**config.mk**
```make
export PLATFORM = sky130hd
export DESIGN_NAME = call_frame_ctrl
export DESIGN_NICKNAME = d
export VERILOG_FILES = /design/src/rtl/call_frame_ctrl_pkg.sv /design/src/rtl/call_frame_ctrl_frame_lifo.sv /design/src/rtl/call_frame_ctrl.sv
export SDC_FILE = /design/constraint.sdc
export NUM_CORES = 1
export LEC_CHECK = 0
export CORE_MARGIN = 3
export CORE_UTILIZATION = 60
export DETAILED_ROUTE_END_ITERATION = 10
export PLACE_DENSITY = 0.81
export SETUP_SLACK_MARGIN = 0.15
export SKIP_CTS_REPAIR_TIMING = 1
export SYNTH_ARGS = -nofsm -noshare
export SYNTH_HDL_FRONTEND = slang
export SYNTH_SLANG_ARGS = --single-unit
```
**constraint.sdc**
```tcl
create_clock -name clk -period 12.27 [get_ports clk]
set_input_delay 3.0675 -clock clk [delete_from_list [all_inputs] [get_ports clk]]
set_output_delay 3.0675 -clock clk [all_outputs]
set_load 0.1 [all_outputs]
```
**src/rtl/call_frame_ctrl_pkg.sv**
```systemverilog
// Shared types for the call/return frame controller: stack geometry defaults,
// FSM state encoding, trap codes and the saved frame-record layout.
package call_frame_ctrl_pkg;

  localparam int ST_LOG2_DEPTH_DEF = 8;
  localparam int ST_WIDTH_DEF      = 32;
  localparam int PC_WIDTH_DEF      = 16;
  localparam int FR_LOG2_DEPTH_DEF = 4;

  typedef enum logic [1:0] {
    ST_IDLE = 2'd0,
    ST_FILL = 2'd1,
    ST_TRAP = 2'd2
  } state_t;

  typedef enum logic [1:0] {
    TC_NONE      = 2'd0,
    TC_OVERFLOW  = 2'd1,
    TC_UNDERFLOW = 2'd2,
    TC_PROTOCOL  = 2'd3
  } trap_code_t;

  typedef struct packed {
    logic [PC_WIDTH_DEF-1:0]    ret_pc;
    logic [ST_LOG2_DEPTH_DEF:0] base;
  } frame_rec_t;

endpackage

```
**src/rtl/call_frame_ctrl_frame_lifo.sv**
```systemverilog
// Push/pop register stack of saved frame records; the top entry is held in a
// register so it is available without a read cycle when a return is accepted.
module frame_lifo #(
  parameter int DW     = 25,
  parameter int LOG2_N = 4
) (
  input  logic            clk,
  input  logic            rst_n,
  input  logic            push,
  input  logic            pop,
  input  logic [DW-1:0]   din,
  output logic [DW-1:0]   top,
  output logic [LOG2_N:0] count,
  output logic            full,
  output logic            empty
);

  localparam int N = 1 << LOG2_N;

  logic [DW-1:0]     mem [N];
  logic [LOG2_N-1:0] wr_idx;
  logic [LOG2_N-1:0] below_idx;

  assign full      = (count == (LOG2_N+1)'(N));
  assign empty     = (count == '0);
  assign wr_idx    = count[LOG2_N-1:0];
  assign below_idx = count[LOG2_N-1:0] - LOG2_N'(2);

  always_ff @(posedge clk) begin
    if (push && !full) mem[wr_idx] <= din;
  end

  // Popping reloads the shadow top from the entry underneath.
  always_ff @(posedge clk or negedge rst_n) begin
    if (!rst_n) begin
      count <= '0;
      top   <= '0;
    end else if (push && !full) begin
      count <= count + 1'b1;
      top   <= din;
    end else if (pop && !empty) begin
      count <= count - 1'b1;
      top   <= (count == (LOG2_N+1)'(1)) ? '0 : mem[below_idx];
    end
  end

endmodule

```
**src/rtl/call_frame_ctrl.sv**
```systemverilog
// Call/return frame controller: saves caller frames, drives the operand stack's
// call/return ports, and zero-fills callee locals one word per cycle.
module call_frame_ctrl
  import call_frame_ctrl_pkg::*;
#(
  parameter int ST_LOG2_DEPTH = ST_LOG2_DEPTH_DEF,
  parameter int ST_WIDTH      = ST_WIDTH_DEF,
  parameter int PC_WIDTH      = PC_WIDTH_DEF,
  parameter int FR_LOG2_DEPTH = FR_LOG2_DEPTH_DEF
) (
  input  logic                     clk,
  input  logic                     rst_n,
  input  logic                     call_req,
  input  logic [PC_WIDTH-1:0]      call_ret_pc,
  input  logic [7:0]               call_param_num,
  input  logic [7:0]               call_local_num,
  output logic                     call_ack,
  input  logic                     ret_req,
  output logic                     ret_ack,
  output logic                     ret_pc_valid,
  output logic [PC_WIDTH-1:0]      ret_pc,
  input  logic [ST_LOG2_DEPTH:0]   top_pointer,
  output logic                     os_call,
  output logic [7:0]               os_alloc_size,
  output logic                     os_return,
  output logic [ST_LOG2_DEPTH-1:0] os_func_tag,
  output logic                     zf_local_set,
  output logic [ST_LOG2_DEPTH:0]   zf_l_addr,
  output logic [ST_WIDTH-1:0]      zf_data,
  output logic [ST_LOG2_DEPTH:0]   frame_base,
  output logic                     busy,
  output logic [FR_LOG2_DEPTH:0]   frame_depth,
  output logic                     trap,
  output logic [1:0]               trap_code
);

  localparam int SP = ST_LOG2_DEPTH + 1;
  localparam logic [SP-1:0] ST_CAP = {1'b1, {ST_LOG2_DEPTH{1'b0}}};

  state_t     state, state_nxt;
  trap_code_t code_q, fault_code;
  logic       call_ok, ret_ok, fault;

  logic [SP-1:0] fill_ptr;
  logic [7:0]    fill_cnt;
  logic [SP-1:0] par_ext, loc_ext;

  frame_rec_t push_rec, top_rec;
  logic       lifo_full, lifo_empty;

  assign par_ext = {{(SP-8){1'b0}}, call_param_num};
  assign loc_ext = {{(SP-8){1'b0}}, call_local_num};

  assign push_rec.ret_pc = call_ret_pc;
  assign push_rec.base   = frame_base;

  frame_lifo #(
    .DW     ($bits(frame_rec_t)),
    .LOG2_N (FR_LOG2_DEPTH)
  ) u_frame_lifo (
    .clk   (clk),
    .rst_n (rst_n),
    .push  (call_ok),
    .pop   (ret_ok),
    .din   (push_rec),
    .top   (top_rec),
    .count (frame_depth),
    .full  (lifo_full),
    .empty (lifo_empty)
  );

  // Request decode; overflow takes precedence over underflow on a call.
  always_comb begin
    call_ok    = 1'b0;
    ret_ok     = 1'b0;
    fault      = 1'b0;
    fault_code = TC_NONE;
    if (state == ST_IDLE) begin
      if (call_req && ret_req) begin
        fault      = 1'b1;
        fault_code = TC_PROTOCOL;
      end else if (call_req) begin
        if (lifo_full || (top_pointer + loc_ext > ST_CAP)) begin
          fault      = 1'b1;
          fault_code = TC_OVERFLOW;
        end else if (par_ext > top_pointer) begin
          fault      = 1'b1;
          fault_code = TC_UNDERFLOW;
        end else begin
          call_ok = 1'b1;
        end
      end else if (ret_req) begin
        if (lifo_empty) begin
          fault      = 1'b1;
          fault_code = TC_UNDERFLOW;
        end else begin
          ret_ok = 1'b1;
        end
      end
    end
  end

  always_ff @(posedge clk or negedge rst_n) begin
    if (!rst_n) state <= ST_IDLE;
    else        state <= state_nxt;
  end

  always_comb begin
    state_nxt = state;
    case (state)
      ST_IDLE: begin
        if (fault)                                 state_nxt = ST_TRAP;
        else if (call_ok && call_local_num != 8'd0) state_nxt = ST_FILL;
      end
      ST_FILL: if (fill_cnt == 8'd1) state_nxt = ST_IDLE;
      ST_TRAP: state_nxt = ST_TRAP;
      default: state_nxt = ST_IDLE;
    endcase
  end

  always_comb begin
    call_ack      = call_ok;
    os_call       = call_ok;
    os_alloc_size = call_ok ? call_local_num : 8'd0;
    ret_ack       = ret_ok;
    os_return     = ret_ok;
    os_func_tag   = ret_ok ? frame_base[ST_LOG2_DEPTH-1:0] : '0;
    busy          = (state == ST_FILL);
    zf_local_set  = (state == ST_FILL);
    zf_l_addr     = (state == ST_FILL) ? fill_ptr : '0;
    zf_data       = '0;
    trap          = (state == ST_TRAP);
    trap_code     = code_q;
  end

  always_ff @(posedge clk or negedge rst_n) begin
    if (!rst_n) begin
      frame_base   <= '0;
      fill_ptr     <= '0;
      fill_cnt     <= '0;
      ret_pc       <= '0;
      ret_pc_valid <= 1'b0;
      code_q       <= TC_NONE;
    end else begin
      ret_pc_valid <= ret_ok;
      if (fault) code_q <= fault_code;
      if (call_ok) begin
        frame_base <= top_pointer - par_ext;
        fill_ptr   <= top_pointer;
        fill_cnt   <= call_local_num;
      end else if (state == ST_FILL) begin
        fill_ptr <= fill_ptr + 1'b1;
        fill_cnt <= fill_cnt - 8'd1;
      end
      if (ret_ok) begin
        frame_base <= top_rec.base;
        ret_pc     <= top_rec.ret_pc;
      end
    end
  end

endmodule

```
* Yosys cells after proc, flatten, opt, wreduce, memory -nomap -nowiden
Memories as Yosys holds them, arrays and structs flattened.
Cells that the tools add are included.
** Storage, ports and cells
- Flip-flop bits (word level) :: 77
- Memory bits (writable) :: 400
- Input port bits :: 45
- Output and inout bits :: 97
- Memories kept :: 1
** Cells by class
- Add/subtract/negate cells :: 7
- Order comparisons :: 2
- Equal/unequal tests :: 7
- Multiplexer cells :: 44
- Reductions and logical operators :: 14
** Memory list
- u_frame_lifo.mem :: words 16, bits a word 25, rd ports 1, clocked after Yosys merged registers in 0, wr ports 1, RTL line call_frame_ctrl_frame_lifo.sv:20 : logic [DW-1:0] mem [N];
** Operator list (number)
- two-way mux 25 bit :: 3
- two-way mux 9 bit :: 5
- two-way mux 8 bit :: 4
- two-way mux 2 bit :: 10
- two-way mux 1 bit :: 19
- two-way mux 5 bit :: 2
- adder 9 x 1 -> 9 bit (second input constant) :: 1
- adder 9 x 8 -> 9 bit :: 1
- > comparator 8 x 9 -> 1 bit :: 1
- > comparator 9 bit (second input constant) :: 1
- subtractor 9 x 8 -> 9 bit :: 1
- equality test 8 x 1 -> 1 bit (second input constant) :: 1
- nonzero test 8 bit :: 1
- subtractor 8 x 1 -> 8 bit (second input constant) :: 1
- one-hot mux 2 bit (3 select lines) :: 1
- nonzero test 2 bit :: 3
- adder 5 x 1 -> 5 bit (second input constant) :: 1
- equality test 5 x 1 -> 1 bit (second input constant) :: 1
- equality test 5 bit (second input constant) :: 1
- logical NOT 5 bit :: 1
- subtractor 5 x 1 -> 5 bit (second input constant) :: 1
- logical AND 1 bit :: 4
- subtractor 4 x 2 -> 4 bit (second input constant) :: 1
- != test 3 x 2 -> 1 bit (second input constant) :: 1
- 7 further kinds :: 8

* Depth between registers and ports, before layout
- Depth after elaboration :: 11
- Gate-level depth with buffers :: 14
- Gate-level depth less buffers :: 11

* Cells and area by module
A second synthesis with hierarchy kept.
** Unflattened totals
- Cell total of the unflattened synthesis :: 1272
- Area, all modules :: 20543.5 sq um
** By module, submodules not included
- frame_lifo :: times used 1, cells an instance 874, area each 17062.6 sq um, seq. area each 12762.2 sq um
- call_frame_ctrl :: times used 1, cells an instance 398, area each 3480.8 sq um, seq. area each 1176.1 sq um

* Worst setup path before layout
Ideal clock, no wire load.
- Kind :: input -> output
- Start point :: input call_local_num[0]
- End point :: output os_alloc_size[2]
- Arrival time :: 6129 ps
- Data required time :: 9202 ps
- Path slack :: 3074 ps
- Stages :: 12
- Path buffers :: 2
- Cells stage by stage :: ha_1 -> fa_1 -> a21o_1 -> nor2b_1 -> mux2i_1 -> nor4_1 -> a31oi_1 -> or4b_1 -> buf_2 -> clkinv_2 -> buf_6 -> and2_1
** Between the ends
- Cells in the longest elaborated chain, start to end :: 8
** RTL lines
- start, declared :: RTL line call_frame_ctrl.sv:16 : input logic [7:0] call_local_num,
- adder 9 x 8 -> 9 bit :: RTL line call_frame_ctrl.sv:83 : if (lifo_full || (top_pointer + loc_ext > ST_CAP)) begin
- > comparator 9 bit :: RTL line call_frame_ctrl.sv:83
- logical OR 1 bit :: RTL line call_frame_ctrl.sv:83
- two-way mux 1 bit :: RTL line call_frame_ctrl.sv:83
- two-way mux 1 bit :: RTL line call_frame_ctrl.sv:82 : end else if (call_req) begin
- two-way mux 1 bit :: RTL line call_frame_ctrl.sv:79 : if (call_req && ret_req) begin
- two-way mux 1 bit :: RTL line call_frame_ctrl.sv:78 : if (state == ST_IDLE) begin
- two-way mux 8 bit :: RTL line call_frame_ctrl.sv:124 : os_alloc_size = call_ok ? call_local_num : 8'd0;
- end, declared :: RTL line call_frame_ctrl.sv:24 : output logic [7:0] os_alloc_size,
Every way passes these cells.

* Final worst setup path
- Start point :: input call_local_num[0]
- End point :: output os_call
** Between the ends
- Cells in the longest elaborated chain, start to end :: 7
** RTL lines
- adder 9 x 8 -> 9 bit :: RTL line call_frame_ctrl.sv:83
- > comparator 9 bit :: RTL line call_frame_ctrl.sv:83
- logical OR 1 bit :: RTL line call_frame_ctrl.sv:83
- two-way mux 1 bit :: RTL line call_frame_ctrl.sv:83
- two-way mux 1 bit :: RTL line call_frame_ctrl.sv:82
- two-way mux 1 bit :: RTL line call_frame_ctrl.sv:79
- two-way mux 1 bit :: RTL line call_frame_ctrl.sv:78
- end, declared :: RTL line call_frame_ctrl.sv:23 : output logic os_call,
Every way passes these cells.

==> reports/qor.csv <==
metric,value,unit
cts_buffer_depth,3,
p_leak,0.00835,uW
synth_edf_count,400,
rows,66,
ioPinCount,142,
synthDistinctLibCells,56,
cts_buffers,46,
wl_met2,23300,um
htree_levels,2,
drv_cap,0,
port_buffers,109,
die_x,188,um
critical_path_peak_fanout,39,
wl_met1,17300,um
first_iter_violations,1325,
grt_usage,0.267,
finalHoldViolCount,0,
whs,476,ps
synth_xor_area_frac,0.0114,
crit_path_start,call_local_num[0],
netlist_instances,1119,
antenna_cells,0,
power.density,144,nW/um2
r2r-start,u_frame_lifo.count[1]$_DFFE_PN0P_,
crit_path_end,os_call,
synthToLayoutAreaGrowth,15.3,%
r2r_slack,7890,ps
grt_pass1_wl,70300,um
drc,0,
synth_top_family_by_area,multiplexers,
avgSynthCellArea,17.8,um2
drt_wl_total,46700,um
cts.clk_slew.worst_paths,60,ps
rr_endpoint,u_frame_lifo.mem[14][1]$_DFFE_PP_,
arrival,6830,ps
grt_max_degree,67,
grt_antenna_before_repair,0,
ys_async_sr_fraction,0.161,
vias,11100,
viasPerCell,6.40,
hp-class,flip-flop to flip-flop,
gp_congestion,0.878,
fin_setup_tns,0,ps
fin_nets,1321,
cp-start-kind,primary input,
ir_drop,0.112,mV
layout_common_cells,"edfxtp_1 (400), mux4_2 (125), nand2_1 (102), clkdlybuf4s50_1 (98), dfrtp_1 (75)",
status,"complete, no violations",
period_share,0.807,
tightest_slew,1070,ps
post_drt_wl_per_cell,27.1,um
final_antenna_net_count,0,
die_y,188,um
synth_ff_type,edfxtp_1,
worstSetupPathType,primary input to primary output,
synth-compound-area-share,0.0420,
final_common_cell,edfxtp_1,
holdPathStages,2,
clock_tree.root_cell,clkbuf_16,
maxSlewHeadroom,0.288,
hpwl,25600,um
fin_crit,9900,ps
synthAdderAreaFrac,0.0190,
die-area,35400,um2
n_fill_cell,1939,
ys_ff_latch,477,
cts_sinks,477,
wl_met3,4860,um
yosysWarningCount,0,
drive_gt1_frac,0.218,
fp.coreArea,32600,um2
dr.pass1.iters,5,
max_freq,101,MHz
seq_area_frac_synth,0.700,
end_kind,primary output,
yosys.area_share.simple,0.0523,
top_layer_used,met4,
synth_area,19900,um2
cts_tree,built,
clk_latency,560,ps
grt_pass1_vias,11300,
globalRouteOverflowTotal,0,
rsz0062_at_grt,no,
finalMaxSlewViolations,0,
critPathRequiredTime,9200,ps
synthMuxAreaShare,0.142,
finalSetupViolations,0,
r2r_cells,9,
skew,22.5,ps
initial_utilization,0.610,
[power breakdown]
group | internal (uW) | switching [uW]
clock | 846 | 600
combinational | 30.9 | 90.0
sequential | 1750 | 0.183
total | 2630 | 690
[worst min path at each step]
stage | startpoint | endpoint
5_1_grt | ret_pc[10]$_DFFE_PN0P_ | ret_pc[10]$_DFFE_PN0P_
3_5_place_dp | u_frame_lifo.top[11]$_DFFE_PN0P_ | ret_pc[2]$_DFFE_PN0P_
2_1_floorplan | u_frame_lifo.top[24]$_DFFE_PN0P_ | ret_pc[15]$_DFFE_PN0P_
3_3_place_gp | u_frame_lifo.top[11]$_DFFE_PN0P_ | ret_pc[2]$_DFFE_PN0P_
4_1_cts | u_frame_lifo.top[11]$_DFFE_PN0P_ | ret_pc[2]$_DFFE_PN0P_
6_report | u_frame_lifo.top[11]$_DFFE_PN0P_ | ret_pc[2]$_DFFE_PN0P_
[state kept, by name (all words and copies together) (netlist names)]
name                count
frame_base              9
state                   2
u_frame_lifo.top       25
trap_code               2
fill_cnt                8
u_frame_lifo.count      5
ret_pc_valid            1
u_frame_lifo.mem      400
ret_pc                 16
fill_ptr                9
[metrics by stage]
step / setup slack [ps] / area, um2 / utilization / cells / total power [uW]
global route: 2210 / 23000 / 0.704 / 1727 / 3400
global placement: 2460 / 21400 / 0.657 / 1641 / 1900
floorplan: 3070 / 20000 / - / 1150 / 1870
finish: 2370 / 23000 / 0.704 / 1727 / 3320
detailed placement: 2420 / 21400 / 0.657 / 1641 / 1900
CTS: 2380 / 23000 / 0.704 / 1727 / 3330
[cell type report]
cell class	instances	area [um2]	area share
flip-flops and latches	477	13900	0.607
multi-input cells	550	5510	0.240
clock buffers	61	1280	0.0558
repair buffers	138	1280	0.0558
well taps	442	553	0.0241
clock inverters	25	268	0.0117
inverters	34	129	0.00561
[Yosys cell counts, drive strengths merged, types with 10 or more instances]
cell    count  area share
nand2     103       0.020
xnor2      12      0.0053
edfxtp    400        0.60
o21ai      40       0.010
a22oi      13      0.0049
inv        33      0.0062
ha         27       0.017
nand3      10      0.0025
a21o       12      0.0045
o221a      18       0.010
nor2       34      0.0064
buf        56       0.020
xor2       14      0.0062
nor3       13      0.0035
and2       26      0.0082
clkbuf     33      0.0063
dfrtp      77       0.097
mux4      125        0.14
[routing by layer]
layer / GRT usage / vias to the layer above
li1: - / 4580
met1: 0.366 / 5652
met2: 0.438 / 710
met3: 0.0573 / 108
met4: 0.0825 / 0
met5: 0 / -
[worst max-delay path, stage by stage]
cell and delay (ps):
clkdlybuf4s50_1 450, ha_1 260, fa_1 400, a21o_1 230, nor2b_1 160, mux2i_1 120, nor4_1 280, a31oi_1 180
or4b_1 610, clkinv_2 260, buf_4 440, buf_4 370
[logic make-up after synthesis]
family                   Yosys count
XOR/XNOR                          26
other                              1
buffers and inverters            123
multiplexers                     127
adder cells (fa/ha/maj)           29
AND/OR/NAND/NOR                  222
AO/OA/AOI/OAI                    114
flip-flops                       477
Power figures use the tool's default switching activity.
